File: config.mk
export PLATFORM = sky130hd
export DESIGN_NAME = rx_frame_fsm
export DESIGN_NICKNAME = d
export VERILOG_FILES = /design/src/rtl/rx_frame_fsm_pkg.sv /design/src/rtl/rx_edge_bit_counter.sv /design/src/rtl/rx_frame_fsm.sv
export SDC_FILE = /design/constraint.sdc
export NUM_CORES = 1
export LEC_CHECK = 0
export CAP_MARGIN = 20
export CELL_PAD_IN_SITES_DETAIL_PLACEMENT = 1
export CELL_PAD_IN_SITES_GLOBAL_PLACEMENT = 1
export CORE_MARGIN = 5
export CORE_UTILIZATION = 52
export DETAILED_ROUTE_END_ITERATION = 10
export DONT_BUFFER_PORTS = 1
export PLACE_DENSITY = 0.93
export SKIP_LAST_GASP = 1
export SLEW_MARGIN = 20
export SYNTH_ARGS = -nofsm -noshare
export SYNTH_HDL_FRONTEND = slang
export SYNTH_HIERARCHICAL = 1
export SYNTH_SLANG_ARGS = --single-unit
export TNS_END_PERCENT = 10
File: constraint.sdc
create_clock -name CLK -period 4.7 [get_ports CLK]
set_input_delay 0.94 -clock CLK [delete_from_list [all_inputs] [get_ports CLK]]
set_output_delay 0.94 -clock CLK [all_outputs]
set_load 0.02 [all_outputs]
File: src/rtl/rx_frame_fsm_pkg.sv
// Shared types and constants for the UART receive frame FSM.
package rx_frame_fsm_pkg;

  typedef enum logic [2:0] {
    ST_IDLE   = 3'd0,
    ST_START  = 3'd1,
    ST_DATA   = 3'd2,
    ST_PARITY = 3'd3,
    ST_STOP   = 3'd4
  } state_t;

  localparam int PRESCALE_8     = 8;
  localparam int PRESCALE_16    = 16;
  localparam int PRESCALE_32    = 32;
  localparam int DATA_WIDTH_DEF = 8;

  function automatic logic maj3(input logic a, input logic b, input logic c);
    return (a & b) | (a & c) | (b & c);
  endfunction

  function automatic logic is_legal_prescale(input int p);
    return (p == PRESCALE_8) || (p == PRESCALE_16) || (p == PRESCALE_32);
  endfunction

endpackage

File: src/rtl/rx_edge_bit_counter.sv
// Oversampling edge counter, bit counter and 3-sample majority voter.
module rx_edge_bit_counter
  import rx_frame_fsm_pkg::*;
#(
  parameter int DATA_WIDTH = DATA_WIDTH_DEF,
  parameter int PRESCALE_W = 6,
  localparam int BCW = (DATA_WIDTH > 1) ? $clog2(DATA_WIDTH) : 1
) (
  input  logic                  CLK,
  input  logic                  RST,
  input  logic                  cnt_clr,
  input  logic                  bit_en,
  input  logic                  rx_in,
  input  logic [PRESCALE_W-1:0] prescale,
  output logic [BCW-1:0]        bit_cnt,
  output logic                  bit_done,
  output logic                  smp_vld,
  output logic                  smp_bit
);

  logic [PRESCALE_W-1:0] edge_cnt_q, edge_cnt_d, half;
  logic [BCW-1:0]        bit_cnt_q, bit_cnt_d;
  logic                  s0_q, s0_d, s1_q, s1_d;

  assign half     = prescale >> 1;
  assign bit_done = (edge_cnt_q == prescale - PRESCALE_W'(1));
  // third sample is taken live, so the vote resolves at P/2+1
  assign smp_vld  = (edge_cnt_q == half + PRESCALE_W'(1));
  assign smp_bit  = maj3(s0_q, s1_q, rx_in);
  assign bit_cnt  = bit_cnt_q;

  always_comb begin
    edge_cnt_d = edge_cnt_q + PRESCALE_W'(1);
    if (cnt_clr || bit_done) edge_cnt_d = '0;
    bit_cnt_d = bit_cnt_q;
    if (!bit_en)
      bit_cnt_d = '0;
    else if (bit_done)
      bit_cnt_d = (bit_cnt_q == BCW'(DATA_WIDTH - 1)) ? '0 : bit_cnt_q + BCW'(1);
    s0_d = (edge_cnt_q == half - PRESCALE_W'(1)) ? rx_in : s0_q;
    s1_d = (edge_cnt_q == half) ? rx_in : s1_q;
  end

  always_ff @(posedge CLK or posedge RST) begin
    if (RST) begin
      edge_cnt_q <= '0;
      bit_cnt_q  <= '0;
      s0_q       <= 1'b0;
      s1_q       <= 1'b0;
    end else begin
      edge_cnt_q <= edge_cnt_d;
      bit_cnt_q  <= bit_cnt_d;
      s0_q       <= s0_d;
      s1_q       <= s1_d;
    end
  end

endmodule

File: src/rtl/rx_frame_fsm.sv
// UART receive frame FSM: start/data/parity/stop sequencing and shift register.
// Define UART_RX_STRT_CHK_EN to reject start bits whose majority sample is 1.
module rx_frame_fsm
  import rx_frame_fsm_pkg::*;
#(
  parameter int DATA_WIDTH = DATA_WIDTH_DEF,
  parameter int PRESCALE_W = 6
) (
  input  logic                  CLK,
  input  logic                  RST,
  input  logic                  RX_IN,
  input  logic                  PAR_EN,
  input  logic                  PAR_TYP,
  input  logic [PRESCALE_W-1:0] Prescale,
  input  logic                  par_err,
  output logic                  par_chk_en,
  output logic                  odd_number_flag,
  output logic                  par_typ_q,
  output logic [DATA_WIDTH-1:0] P_DATA,
  output logic                  data_valid,
  output logic                  par_err_o,
  output logic                  stp_err,
  output logic                  strt_glitch
);

  localparam int BCW = (DATA_WIDTH > 1) ? $clog2(DATA_WIDTH) : 1;

  state_t                state_q, state_d;
  logic [DATA_WIDTH-1:0] p_data_q, p_data_d;
  logic                  odd_q, odd_d, par_en_q, par_en_d, par_typ_d;
  logic                  smp_q, smp_d, par_cap_q, par_cap_d, par_err_o_q, par_err_o_d;
  logic                  start_entry, stop_end, bit_done, smp_vld, smp_bit;
  logic [BCW-1:0]        bit_cnt;

  assign start_entry = (state_q == ST_IDLE) && !RX_IN;

  rx_edge_bit_counter #(.DATA_WIDTH(DATA_WIDTH), .PRESCALE_W(PRESCALE_W)) u_cnt (
    .CLK      (CLK),
    .RST      (RST),
    .cnt_clr  (state_q == ST_IDLE),
    .bit_en   (state_q == ST_DATA),
    .rx_in    (RX_IN),
    .prescale (Prescale),
    .bit_cnt  (bit_cnt),
    .bit_done (bit_done),
    .smp_vld  (smp_vld),
    .smp_bit  (smp_bit)
  );

  always_ff @(posedge CLK or posedge RST) begin
    if (RST) state_q <= ST_IDLE;
    else     state_q <= state_d;
  end

  always_comb begin
    state_d = state_q;
    case (state_q)
      ST_IDLE:   if (!RX_IN) state_d = ST_START;
      ST_START:  if (bit_done) begin
`ifdef UART_RX_STRT_CHK_EN
        state_d = smp_q ? ST_IDLE : ST_DATA;
`else
        state_d = ST_DATA;
`endif
      end
      ST_DATA:   if (bit_done && bit_cnt == BCW'(DATA_WIDTH - 1))
                   state_d = par_en_q ? ST_PARITY : ST_STOP;
      ST_PARITY: if (bit_done) state_d = ST_STOP;
      ST_STOP:   if (bit_done) state_d = ST_IDLE;
      default:   state_d = ST_IDLE;
    endcase
  end

  always_comb begin
    par_chk_en = (state_q == ST_PARITY) && bit_done;
    stop_end   = (state_q == ST_STOP) && bit_done;
    stp_err    = stop_end && !smp_q;
    data_valid = stop_end && smp_q && !par_cap_q;
`ifdef UART_RX_STRT_CHK_EN
    strt_glitch = (state_q == ST_START) && bit_done && smp_q;
`else
    strt_glitch = 1'b0;
`endif
  end

  // smp_q holds the most recent voted bit; START and STOP decide on it at bit end
  always_comb begin
    p_data_d    = p_data_q;
    odd_d       = odd_q;
    par_en_d    = par_en_q;
    par_typ_d   = par_typ_q;
    par_cap_d   = par_cap_q;
    smp_d       = smp_vld ? smp_bit : smp_q;
    par_err_o_d = par_chk_en && par_err;
    if (start_entry) begin
      p_data_d  = '0;
      odd_d     = 1'b0;
      par_en_d  = PAR_EN;
      par_typ_d = PAR_TYP;
      par_cap_d = 1'b0;
    end
    if (smp_vld && state_q == ST_DATA) begin
      p_data_d = {smp_bit, p_data_q[DATA_WIDTH-1:1]};
      odd_d    = odd_q ^ smp_bit;
    end
    if (smp_vld && state_q == ST_PARITY) odd_d = odd_q ^ smp_bit;
    if (par_chk_en) par_cap_d = par_err;
  end

  always_ff @(posedge CLK or posedge RST) begin
    if (RST) begin
      p_data_q    <= '0;
      odd_q       <= 1'b0;
      par_en_q    <= 1'b0;
      par_typ_q   <= 1'b0;
      par_cap_q   <= 1'b0;
      smp_q       <= 1'b0;
      par_err_o_q <= 1'b0;
    end else begin
      p_data_q    <= p_data_d;
      odd_q       <= odd_d;
      par_en_q    <= par_en_d;
      par_typ_q   <= par_typ_d;
      par_cap_q   <= par_cap_d;
      smp_q       <= smp_d;
      par_err_o_q <= par_err_o_d;
    end
  end

  assign P_DATA          = p_data_q;
  assign odd_number_flag = odd_q;
  assign par_err_o       = par_err_o_q;

endmodule

==> results.toml <==
[run_status]
run_status = "complete, no violations"

[grt]
wire_length_of_the_first_global_routing_pass_um = 7024
grt_antenna_before_repair = 0
first_global_vias = 1448
grt_start_max_net_pins = 18
grt-ovfl-total = 0
groute.usage.overall = 0.2047

[detailed_routing]
route.detailed.vias_per_inst = 6.005
drtPass1Iterations = 4
drt_wl_total_um = 4325
via_count = 1309
antenna_violating_nets_post_route = 0
routed_wire_length_per_instance_um = 19.84
route.detailed.drc = 0
drtIter0Drc = 80

[synthesis]
post_synth_mux_area_share = 0.04775
synthCells = 180
synthMostInstantiatedCell = "dfrtp_1"
post_synth_instance_area_mm2 = 0.001808
ys_top_cells_by_area = "dfrtp_1, xnor2_1, ha_1"
synth_top_area_share = 0.3875
post_synth.cell_area_avg_um2 = 10.04
synth.net_count = 199
yosys.cell_types.count = 51
yosys.area_share.xor_xnor = 0.1066
synth_adder_area_share = 0.05398
dominantRegCellSynth = "dfrtp_1"
synth.yosys.warnings = 6
synth-seq-area-share = 0.3875
post_synth_most_frequent_cells = "dfrtp_1, nand2_1, xnor2_1"
post_synthesis_async_set_or_reset_flop_share = 1.000
synth_top_cell_by_area = "dfrtp_1"
largest_family_of_logic_cells_by_synthesized_area = "simple AND/OR/NAND/NOR gates"
synth-compound-area-share = 0.1197
synthSimpleGateAreaFrac = 0.2173
synth-seq-cells = 28
number_of_enable_flip_flop_cells_after_synthesis = 0

[pwr]
max-vdd-ir-drop_uv = 263.2
p_leak_nw = 0.7772
p_per_area_mw_per_mm2 = 492.5
fin_total_pwr_uw = 905.2

[timing]
timing.setup.tns_ns = 0
setup_viol = 0
maxSlewHeadroom = 0.5595
fmax_ghz = 0.2631
fin_crit_ns = 3.801
final.setup_skew_ns = 0.006535
finalCritPeriodShare = 0.8088
worst_pin_slew_ns = 0.6601
report.final.slew_viol_count = 0
final_hold_viol_count = 0
rsz0062_at_grt = "false"

[floorplan]
fp.dieW_um = 68.97
total_number_of_placement_rows = 21
design.die.area_mm2 = 0.004756
floorplan.initialDensity = 0.5376
core_area_mm2 = 0.003363
top_level_ports = 27
dieHeight_um = 68.97

[cts]
tritoncts = "built"
cts_resized = 0
postCtsSetupBuffers = 0
clkLatencyLatePin_ns = 0.34
deepest_clock_path_buffer_count = 2
cts_num_sinks = 28
cts_buffers = 3
htreeDepth = 1
cts.hold.buffers_added = 0
cts_root_buf = "clkbuf_4"
post_cts_clock_slew_at_the_launch_and_capture_registers_of_the_worst_setup_and_hold_paths_ns = 0.16

[worst_hold_path]
hp_class = "in -> async"

[final_layout]
drive_above_1_share = 0.1047
total_nets_final = 192
syn_to_final_growth_pct = 1.661
seq_area_um2 = 700.7
antenna_cells = 0
n_fill_cell = 395
footprint_of_the_multi_input_gates_um2 = 989.7

[worst_setup_path]
worst-setup-path-type = "in -> out"
critical_path_peak_fanout = 8
critPathArrivalTime_ns = 2.86
r2r_setup_slack_ns = 1.98
timing.critical_path.to_type = "primary output"
timing.rr.start = "u_cnt/edge_cnt_q[4]"
worst-endpoint-required_ns = 3.76
critical_path.startpoint_type = "primary input"
endpoint_of_the_most_critical_register_to_register_path = "P_DATA[0]"
worst_r2r_path_depth = 7

[placement]
placement.io_buffers = 0
gp_routability_congestion = 0.8036
hpwlAfterDp_um = 3314

[flow_run]
cap_violations = 0
## area by class of cell
| class | instances | area share |
|---|---|---|
| flip-flops and latches | 28 | 0.3812 |
| clock inverters | 1 | 0.01634 |
| repair buffers | 2 | 0.008169 |
| well taps | 46 | 0.03131 |
| clock buffers | 3 | 0.01225 |
| inverters | 6 | 0.01225 |
| multi-input cells | 132 | 0.5385 |
## layer usage
metal / share of wire / vias to the layer above / global-route usage
met3: 0.039 / 7 / 0.04376
met2: 0.52 / 25 / 0.3655
li1: - / 615 / -
met1: 0.42 / 662 / 0.2309
met5: 0 / - / 0
met4: 0.018 / 0 / 0.09489
## worst max path at each step
stage / from / cells past startpoint / to / slack (ns)
after floorplan: Prescale[2] / 9 / data_valid / 0.68
after global placement: Prescale[1] / 9 / data_valid / 1.09
after detailed placement: Prescale[1] / 9 / data_valid / 0.94
after CTS: Prescale[1] / 9 / data_valid / 0.93
after global routing: Prescale[2] / 9 / data_valid / 0.68
final: Prescale[1] / 9 / data_valid / 0.90
## cells in the final DEF (no fill, tap or decap), types with 3 or more instances in the layout
master     n
mux2_2     5
clkbuf_4   3
inv_1      6
and3_1     3
ha_1       7
o21ai_0    3
nand3b_1   4
dfrtp_1   28
a22o_1     7
nand2_1   12
nor2_1     9
a21oi_1    4
nand3_1    5
xnor2_1   12
nor3_1    10
mux2i_1    3
and2_1     3
xor2_1    10
## critical path, cell delays in order
cell and delay, ns:
inv_1 0.08, ha_1 0.24, a21boi_0 0.31, xnor2_1 0.16
o2111ai_1 0.19, a211oi_4 0.36, nand3_1 0.17, nor3b_1 0.23
buf_4 0.17
## power by group
part / internal, mW / switching (mW) / leakage [nW]
registers: 0.303 / 0.123 / 0.364
logic: 0.156 / 0.159 / 0.385
clock network: 0.0864 / 0.0777 / 0.0279
## cell families (layout without fill, tap and decap cells)
kind of cell / count (synthesis) / in the layout
simple gates: 65 / 65
compound gates: 28 / 28
flops: 28 / 28
xor+xnor: 22 / 22
buf+inv: 20 / 12
fa+ha+maj: 8 / 8
mux: 8 / 8
other cells: 1 / 1
## sequential cells by signal, summed over array words and instances, names as in the netlist, 3 cells and up
register,cells
u_cnt/edge_cnt_q,6
u_cnt/bit_cnt,3
state_q,3
P_DATA,8
## through the flow
step	setup WS, ns	hold slack [ns]	instances	cell area [um2]	utilization
floorplan	0.6757	0.4504	180	1808	-
global placement	1.089	0.4631	214	1785	0.5309
detailed placement	0.9445	0.4781	214	1785	0.5309
CTS	0.9344	0.4655	218	1838	0.5465
global route	0.6828	0.4785	218	1838	0.5465
finish	0.8985	0.4514	218	1838	0.5465
No activity file was read; power rests on OpenSTA's default activity.
